### src/rtl/riscv_tag_check_unit.sv
// riscv_tag_check_unit
//
// Registered DIFT tag check stage. For each EX instruction it applies the
// per-class S1/S2/D policy from tcr_i under tag_mask_i. A hit raises a held
// exception request, stalls EX until the controller acknowledges, and records
// the violation for the CSR block.
//
// Optional feature macro: RISCV_TAG_CHECK_PC_EN
//   Adds tag_pc_i and the EXECUTE_PC policy bit tcr_i[3*N_CLASSES].
//
// Ports:
//   clk, rst          clock, synchronous active-high reset
//   check_valid_i     EX instruction valid for checking
//   check_class_i     class index of the EX instruction
//   tag_s1_i/s2/d     operand tags (rs1, rs2/store data, rd/address)
//   tag_pc_i          PC tag (RISCV_TAG_CHECK_PC_EN only)
//   pc_i              EX instruction PC
//   tcr_i             policy: 3 enables per class, then EXECUTE_PC
//   tag_mask_i        tag bits that count as tainted
//   clear_i           clear violation status and counter
//   exc_ack_i         exception acknowledged by the controller
//   exc_req_o         tag exception request (held until ack)
//   stall_o           hold EX stage while the request is pending
//   viol_pc_o         PC of last violation
//   viol_class_o      class of last violation
//   viol_src_o        offending operands: [0] S1, [1] S2, [2] D, [3] PC
//   viol_cnt_o        saturating violation count

module riscv_tag_check_unit #(
   parameter int unsigned TAG_WIDTH = 1,
   parameter int unsigned N_CLASSES = 8,
   parameter int unsigned CNT_WIDTH = 16,
   localparam int unsigned CLASS_W = $clog2(N_CLASSES)
) (
   input  logic                   clk,
   input  logic                   rst,
   input  logic                   check_valid_i,
   input  logic [CLASS_W-1:0]     check_class_i,
   input  logic [TAG_WIDTH-1:0]   tag_s1_i,
   input  logic [TAG_WIDTH-1:0]   tag_s2_i,
   input  logic [TAG_WIDTH-1:0]   tag_d_i,
`ifdef RISCV_TAG_CHECK_PC_EN
   input  logic [TAG_WIDTH-1:0]   tag_pc_i,
`endif
   input  logic [31:0]            pc_i,
   input  logic [3*N_CLASSES:0]   tcr_i,
   input  logic [TAG_WIDTH-1:0]   tag_mask_i,
   input  logic                   clear_i,
   input  logic                   exc_ack_i,
   output logic                   exc_req_o,
   output logic                   stall_o,
   output logic [31:0]            viol_pc_o,
   output logic [CLASS_W-1:0]     viol_class_o,
   output logic [3:0]             viol_src_o,
   output logic [CNT_WIDTH-1:0]   viol_cnt_o
);

   typedef enum logic [0:0] {StIdle, StReq} state_e;

   state_e                 state_q, state_d;
   logic [31:0]            pc_q, pc_d;
   logic [CLASS_W-1:0]     class_q, class_d;
   logic [3:0]             src_q, src_d;
   logic [CNT_WIDTH-1:0]   cnt_q, cnt_d;

   logic [3:0]             hit_src;
   logic                   hit;

   // Per-operand hit vector. Out-of-range classes match no loop iteration,
   // so only the PC check can fire for them.
   always_comb begin
      hit_src = 4'b0000;
      for (int unsigned k = 0; k < N_CLASSES; k++) begin
         if (check_class_i == CLASS_W'(k)) begin
            hit_src[0] = tcr_i[3*k]     & (|(tag_s1_i & tag_mask_i));
            hit_src[1] = tcr_i[3*k + 1] & (|(tag_s2_i & tag_mask_i));
            hit_src[2] = tcr_i[3*k + 2] & (|(tag_d_i  & tag_mask_i));
         end
      end
`ifdef RISCV_TAG_CHECK_PC_EN
      hit_src[3] = tcr_i[3*N_CLASSES] & (|(tag_pc_i & tag_mask_i));
`endif
   end

`ifndef RISCV_TAG_CHECK_PC_EN
   // EXECUTE_PC policy bit has no effect without the PC tag input.
   logic unused_tcr_pc;
   assign unused_tcr_pc = tcr_i[3*N_CLASSES];
`endif

   assign hit = check_valid_i & (|hit_src);

   always_comb begin
      state_d = state_q;
      pc_d    = pc_q;
      class_d = class_q;
      src_d   = src_q;
      cnt_d   = cnt_q;

      // Clear first so a same-cycle capture below takes precedence.
      if (clear_i) begin
         pc_d    = '0;
         class_d = '0;
         src_d   = '0;
         cnt_d   = '0;
      end

      case (state_q)
         StIdle: begin
            if (hit) begin
               state_d = StReq;
               pc_d    = pc_i;
               class_d = check_class_i;
               src_d   = hit_src;
               if (clear_i) begin
                  cnt_d = CNT_WIDTH'(1);
               end else if (cnt_q != {CNT_WIDTH{1'b1}}) begin
                  cnt_d = cnt_q + CNT_WIDTH'(1);
               end
            end
         end
         StReq: begin
            // New instructions are frozen by stall_o; only the ack matters here.
            if (exc_ack_i) begin
               state_d = StIdle;
            end
         end
         default: state_d = StIdle;
      endcase
   end

   always_ff @(posedge clk) begin
      if (rst) begin
         state_q <= StIdle;
         pc_q    <= '0;
         class_q <= '0;
         src_q   <= '0;
         cnt_q   <= '0;
      end else begin
         state_q <= state_d;
         pc_q    <= pc_d;
         class_q <= class_d;
         src_q   <= src_d;
         cnt_q   <= cnt_d;
      end
   end

   // Both handshake outputs come straight from the state flop.
   assign exc_req_o    = (state_q == StReq);
   assign stall_o      = (state_q == StReq);
   assign viol_pc_o    = pc_q;
   assign viol_class_o = class_q;
   assign viol_src_o   = src_q;
   assign viol_cnt_o   = cnt_q;

endmodule

### config.mk
export PLATFORM = sky130hd
export DESIGN_NAME = riscv_tag_check_unit
export DESIGN_NICKNAME = d
export VERILOG_FILES = /design/src/rtl/riscv_tag_check_unit.sv
export SDC_FILE = /design/constraint.sdc
export NUM_CORES = 1
export LEC_CHECK = 0
export ABC_AREA = 1
export CORE_ASPECT_RATIO = 0.9
export CORE_MARGIN = 5
export CORE_UTILIZATION = 35
export CTS_CLUSTER_DIAMETER = 40
export CTS_CLUSTER_SIZE = 20
export DETAILED_ROUTE_END_ITERATION = 8
export DONT_BUFFER_PORTS = 1
export PLACE_DENSITY = 0.55
export SLEW_MARGIN = 25
export SYNTH_ARGS = -nofsm -noshare
export SYNTH_HDL_FRONTEND = slang
export SYNTH_SLANG_ARGS = --single-unit
### constraint.sdc
create_clock -name clk -period 2.3 [get_ports clk]
set_input_delay 0.46 -clock clk [delete_from_list [all_inputs] [get_ports clk]]
set_output_delay 0.46 -clock clk [all_outputs]
set_load 0.005 [all_outputs]
==> results of run 1 <==
[metrics by stage]
stage	cells	util (%)	power, mW	instance area [um^2]	hold slack (ps)
2_1_floorplan	455	-	1.26	3010	458
5_1_grt	570	38.5	2.00	3270	174
3_3_place_gp	562	37.4	1.32	3170	483
6_report	570	38.5	1.88	3270	198
4_1_cts	570	38.5	1.91	3270	184
3_5_place_dp	562	37.4	1.33	3170	485
[critical path, cell delays in order (launching register included)]
cell and delay, ps:
dfxtp_1 350, ha_1 230, nand3_1 170, or2_2 360
nor2_1 190, nand2_1 190, buf_4 200, a21oi_1 130
nand3_1 80, a21oi_1 160
[logic make-up after synthesis]
kind of cell	count (synthesis)	share of synthesized area, %
AOI/OAI and AO/OA	71	12.3
xor gates and xnor gates	12	3.49
adders and majority gates	1	0.415
buffers and inverters	68	9.17
DFF	56	37.2
and+or+nand+nor	247	37.4
[state kept, by name, indices dropped and copies added, names as in the netlist]
register and count:
exc_req_o 1, viol_cnt_o 16, viol_pc_o 32, viol_src_o 4
viol_class_o 3
[path summary, 6_finish.rpt]
kind,startpoint,end,slack [ps],cells past startpoint
min,rst,viol_cnt_o[4],200,1
max reg2reg,viol_cnt_o[1],viol_cnt_o[15],180,9
max,viol_cnt_o[1],viol_cnt_o[15],180,9
min reg2reg,viol_pc_o[28],viol_pc_o[28],500,2
[area by class of cell]
class	count	area (um^2)
multi-input cells	331	1620
flip-flops and latches	56	1120
repair buffers	18	135
inverters	38	143
fillers	917	5220
clock inverters	3	27.5
well taps	119	149
clock buffers	5	68.8
[metal layers]
metal	vias to the layer above	track usage [%]
met2	107	26.1
met1	1455	23.3
met4	0	3.88
met5	-	0
met3	6	6.01
li1	1513	-
[power breakdown]
part           leakage, nW  internal, mW  switching, mW  total [mW]
clock network       0.0463         0.225          0.356       0.581
logic                0.640        0.0753          0.189       0.265
registers            0.454          1.00         0.0308        1.04
total                 1.14          1.30          0.576        1.88
[cell usage after synthesis (2+ instances only)]
library cell | count | area (um^2)
o21ai_1 | 30 | 150
buf_4 | 3 | 22.5
nand4_1 | 43 | 269
nor3_1 | 8 | 40.0
a22oi_1 | 2 | 15.0
buf_2 | 8 | 40.0
nor2_1 | 54 | 203
nand3_1 | 38 | 190
nor3_2 | 2 | 20.0
o21ai_0 | 9 | 45.0
a21oi_1 | 27 | 135
dfxtp_1 | 56 | 1120
clkbuf_1 | 18 | 67.6
inv_2 | 3 | 11.3
nand2_1 | 98 | 368
nand2_4 | 2 | 22.5
inv_1 | 34 | 128
xor2_1 | 11 | 96.3
==> results.sh, run 1 <==
export IMPL_wl_met3_um=808
export IMPL_yosysUniqueCellTypes=27
export IMPL_hpwl_um=6510
export IMPL_clock_sinks=56
export IMPL_final_antenna_net_count=0
export IMPL_postSynthCellCount=455
export IMPL_arrival_ps=2370
export IMPL_min_path_type="in2reg"
export IMPL_final_hold_viol_count=0
export IMPL_critPathLaunchType="flop"
export IMPL_ctsResizeCount=0
export IMPL_slew_viol_final=0
export IMPL_rsz0062_at_grt="false"
export IMPL_drt_iter0_markers=150
export IMPL_wl_per_cell_um=16.0
export IMPL_start_util_pct=35.5
export IMPL_path_max_fanout=5
export IMPL_skew_ps=10.8
export IMPL_tritoncts="yes"
export IMPL_vias=3081
export IMPL_grt_pass1_vias=2921
export IMPL_grt_pass1_wl_um=15000
export IMPL_tns_ps=0
export IMPL_fin_crit_ps=2120
export IMPL_post_route_drc_count=0
export IMPL_preCtsSetupSlack_ps=204
export IMPL_top_layer="met4"
export IMPL_insertion_delay_ps=310
export IMPL_grt_remaining_overflow=0
export IMPL_routed_wl_um=9120
export IMPL_syn_area_um2=3010
export IMPL_tightest_slew_ps=449
export IMPL_cts_made_buffers=5
export IMPL_drt_pre_antenna_iters=4
export IMPL_core_area_um2=8490
export IMPL_syn_nets=525
export IMPL_syn_avg_cell_area_um2=6.62
export IMPL_die_area_um2=10600
export IMPL_synth_seq_cells=56
export IMPL_num_rows=32
export IMPL_postCtsSetupBuffers=0
export IMPL_finalCritPeriodShare_pct=92.3
export IMPL_wl_met1_um=4240
export IMPL_drive_above_1_share_pct=7.98
export IMPL_clkTransAtPathRegs_ps=110
export IMPL_met2_wirelength_um=4000
export IMPL_critical_path_required_ps=2550
export IMPL_antenna_found_initial=0
export IMPL_port_buffers=0
export IMPL_final_cell_mix="98 x nand2_1, 56 x dfxtp_1, 53 x nor2_1"
export IMPL_max_slew_margin_pct=69.9
export IMPL_drt_vias_per_instance=5.41
export IMPL_synth_edf_count=0
export IMPL_cts_root_buf="clkbuf_8"
export IMPL_max_cap_viol_count=0
export IMPL_finalSetupViolations=0
export IMPL_run_status="finished clean"
export IMPL_areaGrowthSynthToFinish_pct=8.43
export IMPL_htree_levels=2
export IMPL_gp_congestion=0.814
export IMPL_setup_ws_ps=176
export IMPL_fmax_ghz=0.471
export IMPL_p_leak_nw=1.14
export IMPL_die_width_um=108
export IMPL_postCtsHoldBufs=0
export IMPL_diodes=0
export IMPL_async_flop_share_pct=0
export IMPL_cp_end_kind="flop"
export IMPL_grtUsageTotal_pct=17.1
export IMPL_synth_flop_cell="dfxtp_1"
export IMPL_layout_commonest_cell="nand2_1"
export IMPL_pwr_density_cell_nw_per_um2=576
export IMPL_yosys_warnings=0
export IMPL_seq_area_frac_synth_pct=37.2
export IMPL_ioPinCount=126
export IMPL_grt_max_degree=37
export IMPL_cts_buffer_depth=2
export IMPL_nNetsFinal=520
export IMPL_crit_type="reg2reg"
export IMPL_ir_worst_vdd_v=0.000264
export IMPL_dieHeight_um=98.0
No activity file was read; power rests on OpenSTA's default activity.
==> inputs of run 2 (changes only) <==
- SETUP_SLACK_MARGIN: default -> 0.4
==> run 2 against run 1 <==
Setup slack better by 320 ps. Power is 0.50% higher. First-iteration DRC count is 5.3% higher. Largest cell class unchanged.
==> results.sh, run 2 (synthesized netlist as in run 1, its figures left out) <==
export IMPL_grt_max_degree=37
export IMPL_fmax_ghz=0.554
export IMPL_finalSetupViolations=0
export IMPL_drt_vias_per_instance=5.38
export IMPL_layout_commonest_cell="nand2_1"
export IMPL_final_antenna_net_count=0
export IMPL_wl_per_cell_um=15.9
export IMPL_crit_type="reg2reg"
export IMPL_utilization_pct=39.3
export IMPL_fin_area_um2=3330
export IMPL_port_buffers=0
export IMPL_min_path_type="in2reg"
export IMPL_power_mw=1.89
export IMPL_slew_viol_final=0
export IMPL_areaGrowthSynthToFinish_pct=10.5
export IMPL_drt_iter0_markers=158
export IMPL_max_cap_viol_count=0
export IMPL_num_rows=32
export IMPL_cts_root_buf="clkbuf_8"
export IMPL_critical_path_required_ps=2550
export IMPL_hpwl_um=6510
export IMPL_critPathLaunchType="flop"
export IMPL_cts_buffer_depth=2
export IMPL_ir_worst_vdd_v=0.000273
export IMPL_fin_hold_ws_ps=194
export IMPL_ioPinCount=126
export IMPL_post_route_drc_count=0
export IMPL_rsz0062_at_grt="false"
export IMPL_tightest_slew_ps=442
export IMPL_drt_pre_antenna_iters=4
export IMPL_path_max_fanout=5
export IMPL_drive_above_1_share_pct=10.8
export IMPL_dp_cells=562
export IMPL_insertion_delay_ps=310
export IMPL_critical_path_max_stage_delay_ps=370
export IMPL_final_cells=571
export IMPL_htree_levels=2
export IMPL_tritoncts="yes"
export IMPL_grt_pass1_wl_um=15000
export IMPL_skew_ps=7.79
export IMPL_fin_crit_ps=1810
export IMPL_placed_area_um2=3170
export IMPL_cp_end_kind="flop"
export IMPL_dieHeight_um=98.0
export IMPL_diodes=0
export IMPL_final_hold_viol_count=0
export IMPL_gp_congestion=0.814
export IMPL_critPathMostFrequentCell="a21oi_1"
export IMPL_setup_ws_ps=495
export IMPL_preCtsSetupSlack_ps=204
export IMPL_arrival_ps=2050
export IMPL_routed_wl_um=9070
export IMPL_die_width_um=108
export IMPL_clkTransAtPathRegs_ps=110
export IMPL_p_leak_nw=1.14
export IMPL_core_area_um2=8490
export IMPL_slowest_stage="dfxtp_2"
export IMPL_antenna_found_initial=0
export IMPL_max_slew_margin_pct=70.4
export IMPL_die_area_um2=10600
export IMPL_start_util_pct=35.5
export IMPL_finalCritPeriodShare_pct=78.5
export IMPL_cts_made_buffers=5
export IMPL_nNetsFinal=521
export IMPL_pwr_density_cell_nw_per_um2=567
export IMPL_run_status="finished clean"
export IMPL_final_cell_mix="97 x nand2_1, 52 x dfxtp_1, 51 x nor2_1"
export IMPL_vias=3072
export IMPL_clock_sinks=56
export IMPL_grt_pass1_vias=2934
export IMPL_tns_ps=0
export IMPL_largest_reg_flops=32
export IMPL_grt_remaining_overflow=0
export IMPL_crit_chain="ha_4, nand3_2, or2_4, nor2_4, nand2_2, buf_4, a21oi_1, nand3_1, a21oi_1"
export IMPL_grtUsageTotal_pct=17.2
-- run 2: cell types whose count changed in the layout (fill, tap and decap cells not counted), sizes merged --
cell / change
buf: +1
-- run 2: per-layer routing --
layer | GRT usage, % | up-vias | share of wire [%]
li1 | - | 1512 | -
met1 | 23.3 | 1437 | 46
met2 | 26.2 | 117 | 44
met3 | 6.01 | 6 | 9.6
met4 | 3.88 | 0 | 0.79
met5 | 0 | - | 0
-- run 2: worst paths after layout --
kind	startpoint	endpoint	slack, ps	depth (start not counted)
setup / recovery	viol_cnt_o[0]	viol_cnt_o[15]	490	9
hold / removal	rst	viol_cnt_o[7]	190	1
setup reg to reg	viol_cnt_o[0]	viol_cnt_o[15]	490	9
hold reg to reg	viol_pc_o[28]	viol_pc_o[28]	500	2
-- run 2: worst max-delay path, delay by kind of cell, from the launching register on --
kind / cells / cell delay, ps
and+or+nand+nor: 5 / 750
buffers and inverters: 1 / 170
AOI/OAI and AO/OA: 2 / 300
DFF: 1 / 370
adders and majority gates: 1 / 160
-- run 2: cell type report --
class                      count  area [um^2]
clock buffer                   5         68.8
clock inverter                 3         27.5
fill                         916         5160
inverter                      38          143
multi-input combinational    331         1680
sequential                    56         1130
tap                          119          149
timing repair buffer          19          143
-- run 2: what timing repair did --
item                       CTS  global route
hold buffers                 0             0
hold endpoints to repair     0             0
setup endpoints to repair   12            21
pin swaps                    0             1
gates resized for setup      5            13
setup buffers                0             1
-- run 2: power by group --
| group | internal, mW | switching (mW) | leakage (nW) |
|---|---|---|---|
| combinational | 0.0775 | 0.191 | 0.641 |
| clock | 0.225 | 0.359 | 0.0463 |
| sequential | 1.01 | 0.0319 | 0.456 |
==> inputs of run 3 (changes only) <==
- PLACE_DENSITY: 0.55 -> 0.57
- clock period: 2.3 -> 1.5 ns (I/O delays scaled with it)
==> run 3 against run 2 <==
The run now ends with setup timing left. Non-clock buffer count increased by 77. First-iteration DRC count decreased by 5.7%. Largest cell class unchanged. Combinational power increased to 3.4 times the previous value. Die area unchanged. Clock skew increased by 2.6 ps. Wire length increased by 17%. Via count increased by 13%. Global-route usage increased by 1.8 points. Clock-buffer cell count increased by 1. Power increased by 78%. Worst hold slack got worse by 160 ps. Design area increased by 42%.
==> results.sh, run 3 (synthesized netlist as in run 1, its figures left out) <==
export IMPL_drt_iter0_markers=149
export IMPL_critPathLaunchType="flop"
export IMPL_areaGrowthSynthToFinish_pct=56.6
export IMPL_final_hold_viol_count=0
export IMPL_slowest_stage="dfxtp_4"
export IMPL_drt_vias_per_instance=5.36
export IMPL_setup_ws_ps=-162
export IMPL_placed_area_um2=3720
export IMPL_max_cap_viol_count=0
export IMPL_critical_path_max_stage_delay_ps=380
export IMPL_crit_chain="ha_4, nand3_4, or2_4, nor2_4, nand2_4, buf_4, a21oi_2, nand3_1, a21oi_1"
export IMPL_cts_made_buffers=5
export IMPL_nNetsFinal=598
export IMPL_port_buffers=0
export IMPL_pwr_density_cell_nw_per_um2=712
export IMPL_critical_path_required_ps=1740
export IMPL_utilization_pct=55.6
export IMPL_ir_worst_vdd_v=0.000439
export IMPL_rsz0062_at_grt="true"
export IMPL_grtUsageMet1_pct=23.8
export IMPL_post_route_drc_count=0
export IMPL_slew_viol_final=0
export IMPL_start_util_pct=35.5
export IMPL_p_leak_nw=1.77
export IMPL_final_antenna_net_count=0
export IMPL_preCtsSetupSlack_ps=-313
export IMPL_busiest_layer="met2"
export IMPL_met3_usage_pct=6.21
export IMPL_dieHeight_um=98.0
export IMPL_grt_pass1_wl_um=16500
export IMPL_min_path_type="in2reg"
export IMPL_fin_crit_ps=1660
export IMPL_die_width_um=108
export IMPL_cts_root_buf="clkbuf_8"
export IMPL_arrival_ps=1900
export IMPL_crit_type="reg2reg"
export IMPL_routed_wl_um=10600
export IMPL_hpwl_um=6760
export IMPL_antenna_found_initial=0
export IMPL_layout_commonest_cell="nand2_1"
export IMPL_tightest_slew_ps=315
export IMPL_cp_top_family="simple AND/OR/NAND/NOR gates"
export IMPL_max_slew_margin_pct=79.0
export IMPL_drt_pre_antenna_iters=4
export IMPL_vias=3475
export IMPL_run_status="finished, violations left"
export IMPL_grtUsageTotal_pct=18.9
export IMPL_crit_buf_inv=1
export IMPL_grt_max_degree=33
export IMPL_die_area_um2=10600
export IMPL_fin_area_um2=4720
export IMPL_core_area_um2=8490
export IMPL_htree_levels=2
export IMPL_cts_buffer_depth=2
export IMPL_use_met2_pct=31.9
export IMPL_ioPinCount=126
export IMPL_clkTransAtPathRegs_ps=110
export IMPL_violations="setup timing"
export IMPL_fmax_ghz=0.602
export IMPL_skew_ps=10.4
export IMPL_cp_end_kind="flop"
export IMPL_grt_remaining_overflow=0
export IMPL_wl_per_cell_um=16.4
export IMPL_clock_sinks=56
export IMPL_grt_pass1_vias=3302
export IMPL_final_cell_mix="90 x nand2_1, 48 x buf_4, 43 x nand4_1"
export IMPL_finalCritPeriodShare_pct=111
export IMPL_postCtsHoldBufs=0
export IMPL_insertion_delay_ps=310
export IMPL_diodes=0
export IMPL_num_rows=32
export IMPL_path_max_fanout=8
export IMPL_tritoncts="yes"
export IMPL_drive_above_1_share_pct=40.3
export IMPL_gp_congestion=0.861
export IMPL_largest_reg_flops=32
export IMPL_tns_ps=-1760
export IMPL_finalSetupViolations=24
run 3: repair_timing:
item,in CTS,in global routing
setup endpoints to repair,69,74
buffers inserted,10,10
gates cloned,9,1
pin swaps,38,40
resized for setup,93,57
run 3: layer usage:
layer,vias to the layer above,share of wire (%)
met4,0,0.91
met3,10,9.1
met5,-,0
met1,1635,39
li1,1679,-
met2,151,51
run 3: layout make-up:
type / count / area (um^2)
Inverter: 38 / 154
Fill cell: 808 / 3770
Sequential cell: 56 / 1150
Clock buffer: 6 / 72.6
Tap cell: 119 / 149
Clock inverter: 2 / 17.5
Timing Repair Buffer: 96 / 1160
Multi-Input combinational cell: 331 / 2010
run 3: through the flow:
stage          hold slack, ps  cells  power (mW)
3_3_place_gp              367    610        2.11
5_1_grt                  14.0    648        3.52
6_report                 34.7    648        3.36
3_5_place_dp              369    610        2.12
4_1_cts                  29.8    637        3.34
2_1_floorplan             454    455        1.94
run 3: report_power, final:
part / switching (mW) / internal [mW]
clock: 0.526 / 0.344
sequential: 0.0492 / 1.53
combinational: 0.436 / 0.471
total: 1.01 / 2.35
run 3: worst paths after layout:
check | startpoint | end | slack, ps | cells after the start
max | viol_cnt_o[1] | viol_cnt_o[9] | -160 | 9
min reg2reg | viol_src_o[3] | viol_src_o[3] | 500 | 2
min | rst | viol_cnt_o[2] | 30 | 1
max reg2reg | viol_cnt_o[1] | viol_cnt_o[9] | -160 | 9
